[src/rtl/d_ext_pipe.sv]
// -----------------------------------------------------------------------------
// d_ext_pipe
// Immediate extender with a registered, elastic output stage at the D-to-E
// boundary.
// It extends an IN_W-bit immediate to OUT_W bits in one of four modes and
// holds the result in a 2-entry skid buffer (a main register plus a skid
// register).
// in_ready is a pure register output, so a stall from downstream never creates
// a combinational path back into decode.
//
// Optional feature (macro EXT_BRANCH_TARGET_EN):
//   When this macro is defined, the block adds in_pc and out_target.
//   out_target = in_pc + 4 + ext. It is buffered alongside out_data and
//   follows the same flush and skid rules.
//
// Ports:
//   clk        in   rising-edge clock
//   reset_n    in   asynchronous reset, active-low
//   flush      in   synchronous flush; drops every buffered entry and the
//                   input offered in the same cycle
//   in_valid   in   in_imm/in_mode valid
//   in_ready   out  block can accept this cycle (= !skid_valid)
//   in_imm     in   raw immediate field [IN_W]
//   in_mode    in   00 zero, 01 sign, 10 upper-load, 11 branch-offset
//   in_pc      in   [OUT_W] PC of the instruction (EXT_BRANCH_TARGET_EN only)
//   out_valid  out  out_data valid
//   out_ready  in   consumer accepts this cycle
//   out_data   out  extended result [OUT_W]
//   out_target out  branch target [OUT_W] (EXT_BRANCH_TARGET_EN only)
//
// Parameters:
//   IN_W  (16)  immediate width
//   OUT_W (32)  result width; OUT_W >= IN_W + 2
// -----------------------------------------------------------------------------
module d_ext_pipe #(
  parameter int IN_W  = 16,
  parameter int OUT_W = 32
) (
  input  logic             clk,
  input  logic             reset_n,
  input  logic             flush,
  input  logic             in_valid,
  output logic             in_ready,
  input  logic [IN_W-1:0]  in_imm,
  input  logic [1:0]       in_mode,
`ifdef EXT_BRANCH_TARGET_EN
  input  logic [OUT_W-1:0] in_pc,
  output logic [OUT_W-1:0] out_target,
`endif
  output logic             out_valid,
  input  logic             out_ready,
  output logic [OUT_W-1:0] out_data
);

  localparam int PAD_W = OUT_W - IN_W;

  logic [OUT_W-1:0] w_sext;
  logic [OUT_W-1:0] w_ext;
  logic             w_accept;
  logic             w_emit;

  logic             r_out_valid;
  logic [OUT_W-1:0] r_out_data;
  logic             r_skid_valid;
  logic [OUT_W-1:0] r_skid_data;

  // ---------------------------------------------------------------------------
  // Extension function
  // ---------------------------------------------------------------------------
  assign w_sext = {{PAD_W{in_imm[IN_W-1]}}, in_imm};

  always_comb begin
    w_ext = '0;
    unique case (in_mode)
      2'b00: w_ext = {{PAD_W{1'b0}}, in_imm};
      2'b01: w_ext = w_sext;
      2'b10: w_ext = {in_imm, {PAD_W{1'b0}}};
      // Word-offset branch: shifting out the top two sign bits is intended.
      2'b11: w_ext = w_sext << 2;
      default: w_ext = '0;
    endcase
  end

  // ---------------------------------------------------------------------------
  // Handshakes
  // ---------------------------------------------------------------------------
  assign in_ready  = ~r_skid_valid;
  assign w_accept  = in_valid & ~r_skid_valid;
  assign w_emit    = r_out_valid & out_ready;
  assign out_valid = r_out_valid;
  assign out_data  = r_out_data;

  // ---------------------------------------------------------------------------
  // Main and skid registers.
  // A full skid means in_ready was low, so refilling main from the skid never
  // competes with a new accept. This keeps strict FIFO order.
  // ---------------------------------------------------------------------------
  always_ff @(posedge clk or negedge reset_n) begin
    if (!reset_n) begin
      r_out_valid  <= 1'b0;
      r_out_data   <= '0;
      r_skid_valid <= 1'b0;
      r_skid_data  <= '0;
    end else if (flush) begin
      // Data registers keep their value; only the valid flags are cleared.
      r_out_valid  <= 1'b0;
      r_skid_valid <= 1'b0;
    end else if (r_skid_valid) begin
      if (w_emit) begin
        r_out_data   <= r_skid_data;
        r_out_valid  <= 1'b1;
        r_skid_valid <= 1'b0;
      end
    end else if (w_accept) begin
      if (!r_out_valid || w_emit) begin
        r_out_data  <= w_ext;
        r_out_valid <= 1'b1;
      end else begin
        r_skid_data  <= w_ext;
        r_skid_valid <= 1'b1;
      end
    end else if (w_emit) begin
      r_out_valid <= 1'b0;
    end
  end

`ifdef EXT_BRANCH_TARGET_EN
  // ---------------------------------------------------------------------------
  // Branch target path. It is loaded under the same conditions as the data
  // path, so the target always travels with its immediate.
  // ---------------------------------------------------------------------------
  logic [OUT_W-1:0] w_target;
  logic [OUT_W-1:0] r_out_target;
  logic [OUT_W-1:0] r_skid_target;

  assign w_target   = in_pc + OUT_W'(4) + w_ext;
  assign out_target = r_out_target;

  always_ff @(posedge clk or negedge reset_n) begin
    if (!reset_n) begin
      r_out_target  <= '0;
      r_skid_target <= '0;
    end else if (!flush) begin
      if (r_skid_valid) begin
        if (w_emit) r_out_target <= r_skid_target;
      end else if (w_accept) begin
        if (!r_out_valid || w_emit) r_out_target  <= w_target;
        else                        r_skid_target <= w_target;
      end
    end
  end
`endif

endmodule

[config.mk]
export PLATFORM = sky130hd
export DESIGN_NAME = d_ext_pipe
export DESIGN_NICKNAME = d
export VERILOG_FILES = /design/src/rtl/d_ext_pipe.sv
export SDC_FILE = /design/constraint.sdc
export NUM_CORES = 1
export LEC_CHECK = 0
export ABC_CLOCK_PERIOD_IN_PS = 2500
export CAP_MARGIN = 25
export CORE_MARGIN = 5
export CORE_UTILIZATION = 53
export CTS_BUF_LIST = sky130_fd_sc_hd__clkbuf_8 sky130_fd_sc_hd__clkbuf_16
export DETAILED_ROUTE_END_ITERATION = 12
export GPL_TIMING_DRIVEN = 0
export PLACE_DENSITY = 0.91
export SLEW_MARGIN = 10
export SYNTH_ARGS = -nofsm -noshare
export SYNTH_HDL_FRONTEND = slang
export SYNTH_SLANG_ARGS = --single-unit
[constraint.sdc]
create_clock -name clk -period 2.5 [get_ports clk]
set_clock_uncertainty 0.15 [all_clocks]
set_input_delay 0.25 -clock clk [delete_from_list [all_inputs] [get_ports clk]]
set_output_delay 0.25 -clock clk [all_outputs]
set_load 0.01 [all_outputs]
**Word-level counts from Yosys, hierarchy flattened**

Index checks and enable logic that the tools add are counted.

- Output and inout bits: 34
- Input port bits: 23
- Register bits: 66

- Equality and inequality tests: 6
- Reductions and logical operators: 9
- Multiplexer cells: 16
- Bitwise operators: 5

Operator list:

| operator | number |
|---|---|
| $mux 32 | 4 |
| $pmux 32 s4 | 1 |
| $mux 1 | 11 |
| $reduce_and 4->1 | 2 |
| $eq 2x2->1 const B | 2 |
| $ne 4x2->1 const B | 1 |
| $reduce_bool 2->1 | 2 |
| $ne 3x3->1 const B | 1 |
| $not 1->1 | 3 |
| $reduce_and 3->1 | 1 |
| $reduce_bool 3->1 | 1 |
| $and 1x1->1 | 2 |
| $eq 2x1->1 const B | 1 |
| $logic_not 2->1 | 1 |
| $ne 2x2->1 const B | 1 |
| $logic_not 1->1 | 1 |
| $logic_or 1x1->1 | 1 |

**Logic depth before layout (Yosys ltp)**

Gate-level depths: netlist of the first run.

- Depth in word-level cells: 6
- Mapped depth: 5
- Gate-level depth less buffers: 3

**Worst setup path before layout of the first run**

OpenSTA, ideal clock, no wires.

- Kind: register to register
- From: register r_out_valid, in the netlist out_valid
- To: register r_out_data[23], in the netlist out_data[23]
- Period minus slack after synthesis: 1.839 ns
- Setup time: 0.125 ns
- Data arrival time: 1.564 ns
- Required time: 2.225 ns
- Stages on the path, launching flop included: 5
- Slack: 0.661 ns
- Cells stage by stage: dfrtp_1 or2_4 a211oi_4 buf_6 mux2_2

- Longest elaborated chain between the ends: 4
- Elaborated cells between the ends (all ways): 6

Ends and longest elaborated chain:

| element | line | source |
|---|---|---|
| start, declared | 62 | `logic r_out_valid;` |
| start signal, assigned | 100 | `r_out_valid <= 1'b0;` |
| start signal, assigned | 106 | `r_out_valid <= 1'b0;` |
| start signal, assigned | 111 | `r_out_valid <= 1'b1;` |
| $and 1x1->1 / $logic_not 1->1 (equally long branches) | 89, 115 |  |
| $logic_or 1x1->1 | 115 | `if (!r_out_valid \|\| w_emit) begin` |
| $reduce_bool 2->1 (no line) | n/a |  |
| $reduce_and 4->1 (no line) (*) | n/a |  |
| end signal, assigned | 110 | `r_out_data <= r_skid_data;` |
| end signal, assigned | 116 | `r_out_data <= w_ext;` |
| end, declared | 63 | `logic [OUT_W-1:0] r_out_data;` |

Every way passes the cells marked *; elsewhere a longest branch is shown, timed or not.
A chain may end at the register's enable or synchronous reset.

**Worst setup path after layout of the first run**

- From: register r_skid_valid
- To: output port in_ready

- Longest elaborated chain between the ends: 1

Ends and longest elaborated chain:

| element | line | source |
|---|---|---|
| start, declared | 64 | `logic r_skid_valid;` |
| start signal, assigned | 102 | `r_skid_valid <= 1'b0;` |
| start signal, assigned | 107 | `r_skid_valid <= 1'b0;` |
| start signal, assigned | 112 | `r_skid_valid <= 1'b0;` |
| $not 1->1 (no line) | n/a |  |
| end, declared | 43 | `output logic in_ready,` |

No other way between the ends.

==> results of run 1 <==
-- power breakdown --
| group | switching (mW) | internal [mW] | leakage (nW) |
|---|---|---|---|
| registers | 0.152 | 1.35 | 0.832 |
| logic | 0.373 | 0.579 | 0.979 |
| clock network | 0.413 | 0.377 | 0.0892 |
-- synth_stat cells, drive strengths merged --
cell	count
nand3	14
mux2	59
nor2	2
nand2	29
a211oi	1
inv	6
nand2b	15
o21a	1
a41oi	1
o21ai	2
or2	1
o211ai	1
nor3b	1
clkbuf	10
a2111oi	1
nor2b	17
a21oi	3
dfrtp	66
a2bb2oi	14
a31oi	15
o2bb2ai	1
clkinv	1
nor4b	1
nand3b	15
buf	11
mux2i	7
-- sequential cells by signal (all words and copies together) (netlist names) --
register / cells
out_data: 32
out_valid: 1
r_skid_data: 32
r_skid_valid: 1
-- metal layers --
| metal | global-route usage | wire length (um) |
|---|---|---|
| met1 | 0.257 | 3250 |
| met2 | 0.335 | 3990 |
| met3 | 0.0534 | 612 |
| met4 | 0.0793 | 112 |
| met5 | 0 | 0 |
-- through the flow --
stage               cells  hold slack [ns]   util  setup slack (ns)  setup TNS, ns
detailed placement    427            0.250  0.640             0.258              0
global route          444            0.328  0.669           0.00698              0
floorplan             295           -0.196      -             0.661              0
global placement      427            0.321  0.640             -1.09         -71.89
CTS                   444            0.288  0.669            0.0901              0
finish                444            0.302  0.669            0.0807              0
-- layout make-up --
type	instances	area, um^2	share of cell area
Clock inverter	6	33.8	0.00805
Tap cell	77	96.3	0.0230
Clock buffer	10	138	0.0328
Multi-Input combinational cell	201	1580	0.376
Buffer	21	118	0.0280
Inverter	7	26.3	0.00626
Timing Repair Buffer	56	558	0.133
Sequential cell	66	1650	0.393
-- worst paths after layout --
path,start,to
max reg2reg,out_valid,out_data[18]
min,in_mode[1],r_skid_data[1]
max,r_skid_valid,in_ready
min reg2reg,out_data[6],out_data[6]
max in group asynchronous,reset_n,out_data[6]
min in group asynchronous,reset_n,out_data[20]
-- cells by family after synthesis --
kind of cell    count (synthesis)  synth area share
mux                            66             0.218
flops                          66             0.490
compound gates                 40            0.0898
simple gates                   95             0.160
buf+inv                        28            0.0427
-- worst register-to-register path, stage by stage (launching register included) --
cell	delay [ns]
dfrtp_1	0.46
or2_4	0.28
a211oi_4	0.40
buf_6	0.22
mux2_2	0.35
==> flow_summary.json, run 1 <==
{
  "status": "finished clean",
  "max-vdd-ir-drop_mv": 0.543,
  "max_clock_freq_mhz": 413,
  "clk_latency_ns": 0.35,
  "worst_path_most_repeated_cell": "buf_2",
  "antenna_found_initial": 0,
  "cpMaxStageDelayCell": "clkdlybuf4s50_1",
  "finalCritPeriodShare": 0.968,
  "critPathArrivalTime_ns": 2.02,
  "synth.cell_area_um2": 3370,
  "required_ns": 2.10,
  "setup_viol": 0,
  "yosys.area.top_type_share": 0.490,
  "cts_resized": 0,
  "grt-ovfl-total": 0,
  "synth_cell_type_count": 30,
  "path_depth": 4,
  "grt_pass1_wl_mm": 13.4,
  "syn2layout_area_growth_pct": 24.5,
  "synth_area_leaders": "dfrtp_1 49%, mux2_2 19%, a2bb2oi_1 3.6%",
  "postCtsHoldBufs": 1,
  "postSynthAreaPerCell_um2": 11.4,
  "synth_top_area_cell": "dfrtp_1",
  "cts-buffers-inserted": 9,
  "synth_nets": 318,
  "worstSetupPathType": "register to output pin",
  "grt_usage": 0.204,
  "power_density_nw_per_um2": 772,
  "pin_count": 57,
  "hold_violations": 0,
  "critPathMaxStageDelay_ns": 0.50,
  "drive_gt1_frac": 0.237,
  "routedWlPerCell_um": 17.9,
  "post-route-min-period_ns": 2.42,
  "cts_tree": "built",
  "diodes": 0,
  "gp_congestion": 0.847,
  "drc": 0,
  "rrSetupSlack_ns": 0.52,
  "slew_viol_final": 0,
  "drt-vias-per-instance": 5.80,
  "reg2reg_depth": 4,
  "row_count": 29,
  "grt_pass1_vias": 2695,
  "placedInstanceArea_um2": 4020,
  "clock-sinks": 66,
  "maxCapViolCount": 0,
  "rsz0062_at_grt": "no",
  "die_w_um": 89.8,
  "worstSetupStartpointType": "register",
  "antenna_left": 0,
  "coreArea_um2": 6280,
  "final_common_cell": "dfrtp_1",
  "total_leakage_power_nw": 1.90,
  "clockBufferDepth": 2,
  "drt_wl_total_mm": 7.96,
  "syn_inst": 295,
  "clk_pin_slew_ns": 0.07,
  "final_area_um2": 4200,
  "clockRootBuffer": "clkbuf_8",
  "post-cts-setup-buffers": 0,
  "fillCellCount": 459,
  "worstMarginPinSlew_ns": 0.813,
  "cp_max_fo": 10,
  "min_path_type": "input port to register",
  "io_buffers": 55,
  "num_vias": 2574,
  "max-slew-margin-rel": 0.458,
  "power_mw": 3.24,
  "ys_ff_latch": 66,
  "yosysWarnings": 0,
  "dr.pass1.iters": 4,
  "crit_chain": "buf_2, clkinv_1, buf_2, clkdlybuf4s50_1",
  "start_util": 0.537,
  "path_buf_inv": 4,
  "mostFrequentLayoutCells": "66 x dfrtp_1, 58 x mux2_2, 54 x clkdlybuf4s50_1",
  "grt_max_degree": 67,
  "end_kind": "output pin",
  "nets": 385,
  "h-tree-depth": 3,
  "drtIter0Drc": 194,
  "path_delay_family": "buffers and inverters",
  "min_path_cells": 3,
  "die_h_um": 89.8,
  "die_area_um2": 8060,
  "yosysSeqAreaShare": 0.490,
  "hpwl_mm": 5.75
}
No activity file was read; power rests on OpenSTA's default activity.
==> run 2, diff against run 1 <==
--- a/config.mk
+++ b/config.mk
@@ -7,7 +7,7 @@
 export LEC_CHECK = 0
 export ABC_CLOCK_PERIOD_IN_PS = 2500
 export CAP_MARGIN = 25
-export CORE_MARGIN = 5
+export CORE_MARGIN = 4
 export CORE_UTILIZATION = 53
 export CTS_BUF_LIST = sky130_fd_sc_hd__clkbuf_8 sky130_fd_sc_hd__clkbuf_16
 export DETAILED_ROUTE_END_ITERATION = 12
==> flow_summary.json, run 2 (synthesis results as in run 1) <==
{
  "status": "finished clean",
  "io_buffers": 55,
  "antenna_found_initial": 0,
  "tns_ns": 0,
  "drt-vias-per-instance": 6.01,
  "grt_max_degree": 67,
  "cts-buffers-inserted": 9,
  "clockBufferDepth": 2,
  "grt_pass1_wl_mm": 13.2,
  "critPathArrivalTime_ns": 2.01,
  "total_leakage_power_nw": 1.92,
  "final_common_cell": "dfrtp_1",
  "max-slew-margin-rel": 0.668,
  "rsz0062_at_grt": "no",
  "coreArea_um2": 6060,
  "row_count": 28,
  "max-vdd-ir-drop_mv": 0.563,
  "postCtsHoldBufs": 1,
  "worstSetupStartpointType": "register",
  "grt_pass1_vias": 2680,
  "drive_gt1_frac": 0.237,
  "h-tree-depth": 3,
  "syn2layout_area_growth_pct": 25.2,
  "r2r-start": "out_valid",
  "dr.pass1.iters": 6,
  "cp_max_fo": 10,
  "post-route-min-period_ns": 2.41,
  "diodes": 0,
  "post-place-ws_ns": 0.262,
  "clock-sinks": 66,
  "clockRootBuffer": "clkbuf_8",
  "cts_tree": "built",
  "start_util": 0.556,
  "drtIter0Drc": 232,
  "nets": 386,
  "setup_viol": 0,
  "hpwl_mm": 5.81,
  "max_clock_freq_mhz": 415,
  "die_w_um": 87.8,
  "power_density_nw_per_um2": 771,
  "required_ns": 2.10,
  "worstSetupPathType": "register to output pin",
  "dp_cells": 426,
  "critPathMaxStageDelay_ns": 0.51,
  "worstMarginPinSlew_ns": 0.498,
  "end_kind": "output pin",
  "grt-ovfl-total": 0,
  "clk_latency_ns": 0.35,
  "antenna_left": 0,
  "hold_violations": 0,
  "finalCritPeriodShare": 0.963,
  "maxCapViolCount": 0,
  "worst_slack_ns": 0.0919,
  "die_h_um": 87.8,
  "path_delay_family": "buffers and inverters",
  "crit_chain": "buf_2, clkinv_1, buf_2, clkdlybuf4s50_1",
  "drt_wl_total_mm": 8.16,
  "die_area_um2": 7700,
  "path_buf_inv": 4,
  "min_path_type": "input port to asynchronous set/reset pin",
  "startpoint": "r_skid_valid",
  "grt_usage": 0.225,
  "cpMaxStageDelayCell": "clkdlybuf4s50_1",
  "routedWlPerCell_um": 18.5,
  "num_vias": 2656,
  "final_area_um2": 4220,
  "fin_util": 0.697,
  "cts_resized": 0,
  "post-cts-setup-buffers": 0,
  "drc": 0,
  "mostFrequentLayoutCells": "66 x dfrtp_1, 58 x mux2_2, 54 x clkdlybuf4s50_1",
  "gp_congestion": 0.842,
  "pin_count": 57,
  "slew_viol_final": 0,
  "fin_cells": 442,
  "placedInstanceArea_um2": 4040,
  "worst_path_most_repeated_cell": "buf_2",
  "clk_pin_slew_ns": 0.07
}
==> run 2: cell types whose count changed in the layout (fill, tap and decap cells not counted) <==
| cell | previous run | this run |
|---|---|---|
| clkinvlp_4 | 2 | 0 |
| clkbuf_8 | 10 | 11 |
| buf_16 | 0 | 1 |
==> run 2: report_power, final <==
| group | switching (mW) | leakage (nW) | internal [mW] |
|---|---|---|---|
| registers | 0.148 | 0.832 | 1.35 |
| logic | 0.380 | 0.992 | 0.584 |
| clock network | 0.395 | 0.0961 | 0.399 |
==> run 2: final timing paths <==
path | endpoint | slack (ns) | cells past startpoint
min in group clk | r_skid_data[1] | 0.33 | 3
hold / removal | r_skid_data[19] | 0.29 | 3
max in group asynchronous | r_skid_data[7] | 1.64 | 3
setup reg to reg | out_data[27] | 0.50 | 4
hold reg to reg | out_data[12] | 0.36 | 1
setup / recovery | in_ready | 0.09 | 4
==> run 2: area by class of cell <==
type,count,area [um^2]
Buffer,21,118
Inverter,7,26.3
Fill cell,432,1840
Clock inverter,4,18.8
Tap cell,75,93.8
Clock buffer,11,151
Sequential cell,66,1650
Timing Repair Buffer,57,586
Multi-Input combinational cell,201,1580
==> run 2: metal layers <==
layer  up-vias  GRT usage  wire length, um
li1       1188          -                -
met1      1320      0.289             3390
met2       126      0.371             4020
met3        22     0.0630              601
met4         0     0.0683              137
met5         -          0                0
==> run 2: stage by stage <==
| step | hold slack (ns) | total power [mW] |
|---|---|---|
| 6_report | 0.285 | 3.25 |
| 5_1_grt | 0.335 | 3.41 |
| 4_1_cts | 0.306 | 3.26 |
| 3_5_place_dp | 0.128 | 2.48 |
| 3_3_place_gp | 0.319 | 2.42 |
| 2_1_floorplan | -0.196 | 1.98 |
==> run 2: worst min-delay path, stage by stage <==
cell	delay (ns)
dlygate4sd3_1	0.53
buf_4	0.12
buf_16	0.29
==> run 3, diff against run 2 <==
--- a/config.mk
+++ b/config.mk
@@ -11,9 +11,10 @@
 export CORE_UTILIZATION = 53
 export CTS_BUF_LIST = sky130_fd_sc_hd__clkbuf_8 sky130_fd_sc_hd__clkbuf_16
 export DETAILED_ROUTE_END_ITERATION = 12
-export GPL_TIMING_DRIVEN = 0
+export GPL_TIMING_DRIVEN = 1
 export PLACE_DENSITY = 0.91
-export SLEW_MARGIN = 10
+export REMOVE_ABC_BUFFERS = 1
+export SLEW_MARGIN = 20
 export SYNTH_ARGS = -nofsm -noshare
 export SYNTH_HDL_FRONTEND = slang
 export SYNTH_SLANG_ARGS = --single-unit
==> flow_summary.json, run 3 (synthesis results as in run 1) <==
{
  "clockPowerShare": 0.251,
  "required_ns": 2.10,
  "worst_slack_ns": 0.457,
  "max-slew-margin-rel": 0.451,
  "max-vdd-ir-drop_mv": 0.409,
  "gp_congestion": 0.749,
  "cts_tree": "built",
  "clk_pin_slew_ns": 0.06,
  "fin_util": 0.693,
  "pwr-share-seq": 0.460,
  "clock-sinks": 66,
  "coreArea_um2": 6060,
  "pin_count": 57,
  "worstReg2RegEnd": "out_data[22]",
  "internal-power_mw": 2.36,
  "maxCapViolCount": 0,
  "grt_pass1_wl_mm": 12.4,
  "num_vias": 2493,
  "netSwitchingFraction": 0.275,
  "max_clock_freq_mhz": 490,
  "die_area_um2": 7700,
  "drt_wl_total_mm": 7.32,
  "setup_viol": 0,
  "grt_usage": 0.207,
  "reg2reg_depth": 4,
  "cts-buffers-inserted": 9,
  "finalCritPeriodShare": 0.817,
  "grt-ovfl-total": 0,
  "mostFrequentLayoutCells": "66 x dfrtp_1, 58 x mux2_2, 55 x clkdlybuf4s50_1",
  "drive_gt1_frac": 0.239,
  "drt-vias-per-instance": 5.78,
  "die_h_um": 87.8,
  "placedInstanceArea_um2": 4010,
  "diodes": 0,
  "dr.pass1.iters": 4,
  "start_util": 0.556,
  "top_layer": "met4",
  "syn2layout_area_growth_pct": 24.6,
  "status": "finished clean",
  "min_to": "out_data[6]",
  "row_count": 28,
  "clockRootBuffer": "clkbuf_8",
  "clockBufferDepth": 2,
  "switching_power_mw": 0.896,
  "final_area_um2": 4200,
  "grt_max_degree": 67,
  "wl_met1_mm": 3.18,
  "fin_cells": 431,
  "worstMarginPinSlew_ns": 0.823,
  "hp-start": "out_data[6]",
  "r2r-start": "out_valid",
  "hpwl_mm": 4.81,
  "antenna_found_initial": 0,
  "rsz0062_at_grt": "no",
  "drc": 0,
  "min_path_type": "register to register",
  "slew_viol_final": 0,
  "hold_violations": 0,
  "total_leakage_power_nw": 1.91,
  "cp_max_fo": 18,
  "antenna_left": 0,
  "power_density_nw_per_um2": 775,
  "clk_latency_ns": 0.34,
  "post-route-min-period_ns": 2.04,
  "die_w_um": 87.8,
  "cts_resized": 0,
  "routedWlPerCell_um": 17.0,
  "h-tree-depth": 3,
  "rrSetupSlack_ns": 0.61,
  "worstSetupPathType": "register to output pin",
  "min_path_cells": 1,
  "wl_met3_um": 391,
  "tns_ns": 0,
  "io_buffers": 56,
  "post-place-ws_ns": 0.362,
  "dp_cells": 414,
  "drtIter0Drc": 254,
  "critPathArrivalTime_ns": 1.64,
  "wl_met2_mm": 3.64,
  "end_kind": "output pin",
  "combPwrFrac": 0.290,
  "worstSetupStartpointType": "register",
  "nets": 374,
  "final_common_cell": "dfrtp_1",
  "grt_pass1_vias": 2617
}
==> run 3: changes by cell type in the layout (fill, tap and decap cells not counted), sizes merged <==
cell,delta
clkdlybuf4s50,+1
buf,-3
clkbuf,-9
inv,+1
clkinv,-1
==> run 3: final cells by class <==
| type | count | area [um^2] |
|---|---|---|
| repair buffers | 66 | 671 |
| fillers | 447 | 1860 |
| well taps | 75 | 93.8 |
| multi-input cells | 201 | 1580 |
| flip-flops and latches | 66 | 1650 |
| clock inverters | 4 | 17.5 |
| clock buffers | 12 | 165 |
| inverters | 7 | 26.3 |
==> run 3: worst max path at each step <==
stage	start	end	slack [ns]
3_5_place_dp	out_ready	out_data[22]	0.36
4_1_cts	r_skid_valid	in_ready	0.45
3_3_place_gp	out_ready	out_data[9]	0.42
2_1_floorplan	r_skid_valid	r_skid_data[0]	-0.03
5_1_grt	r_skid_valid	in_ready	0.38
6_report	r_skid_valid	in_ready	0.46
==> run 3: worst max-delay path, cell delays in order, from the launching register on <==
cell	delay [ns]
dfrtp_1	0.41
buf_4	0.25
clkinv_1	0.14
clkdlybuf4s50_1	0.50
==> run 3: per-layer routing <==
layer	global-route usage	up-vias
li1	-	1165
met1	0.277	1248
met4	0.0809	0
met5	0	-
met3	0.0489	11
met2	0.329	69
==> run 3: power groups by stage <==
stage	sequential [mW]	clock (mW)	combinational (mW)
final	1.50	0.816	0.943
after global routing	1.54	0.890	1.02
after CTS	1.50	0.834	0.956
after detailed placement	1.52	0	0.951
after global placement	1.50	0	0.919
after floorplan	1.55	0	0.403
==> run 3: what timing repair did <==
action                                 4_1_cts  5_1_grt
hold buffers                                 1        0
endpoints found under the hold margin       66        0
setup buffers                                0        0
==> run 3: per-stage QoR <==
step                      hold WS, ns  power, mW
after floorplan                -0.196       1.96
after global placement          0.327       2.42
after detailed placement        0.334       2.47
after CTS                       0.357       3.29
after global routing            0.380       3.45
final                           0.348       3.26
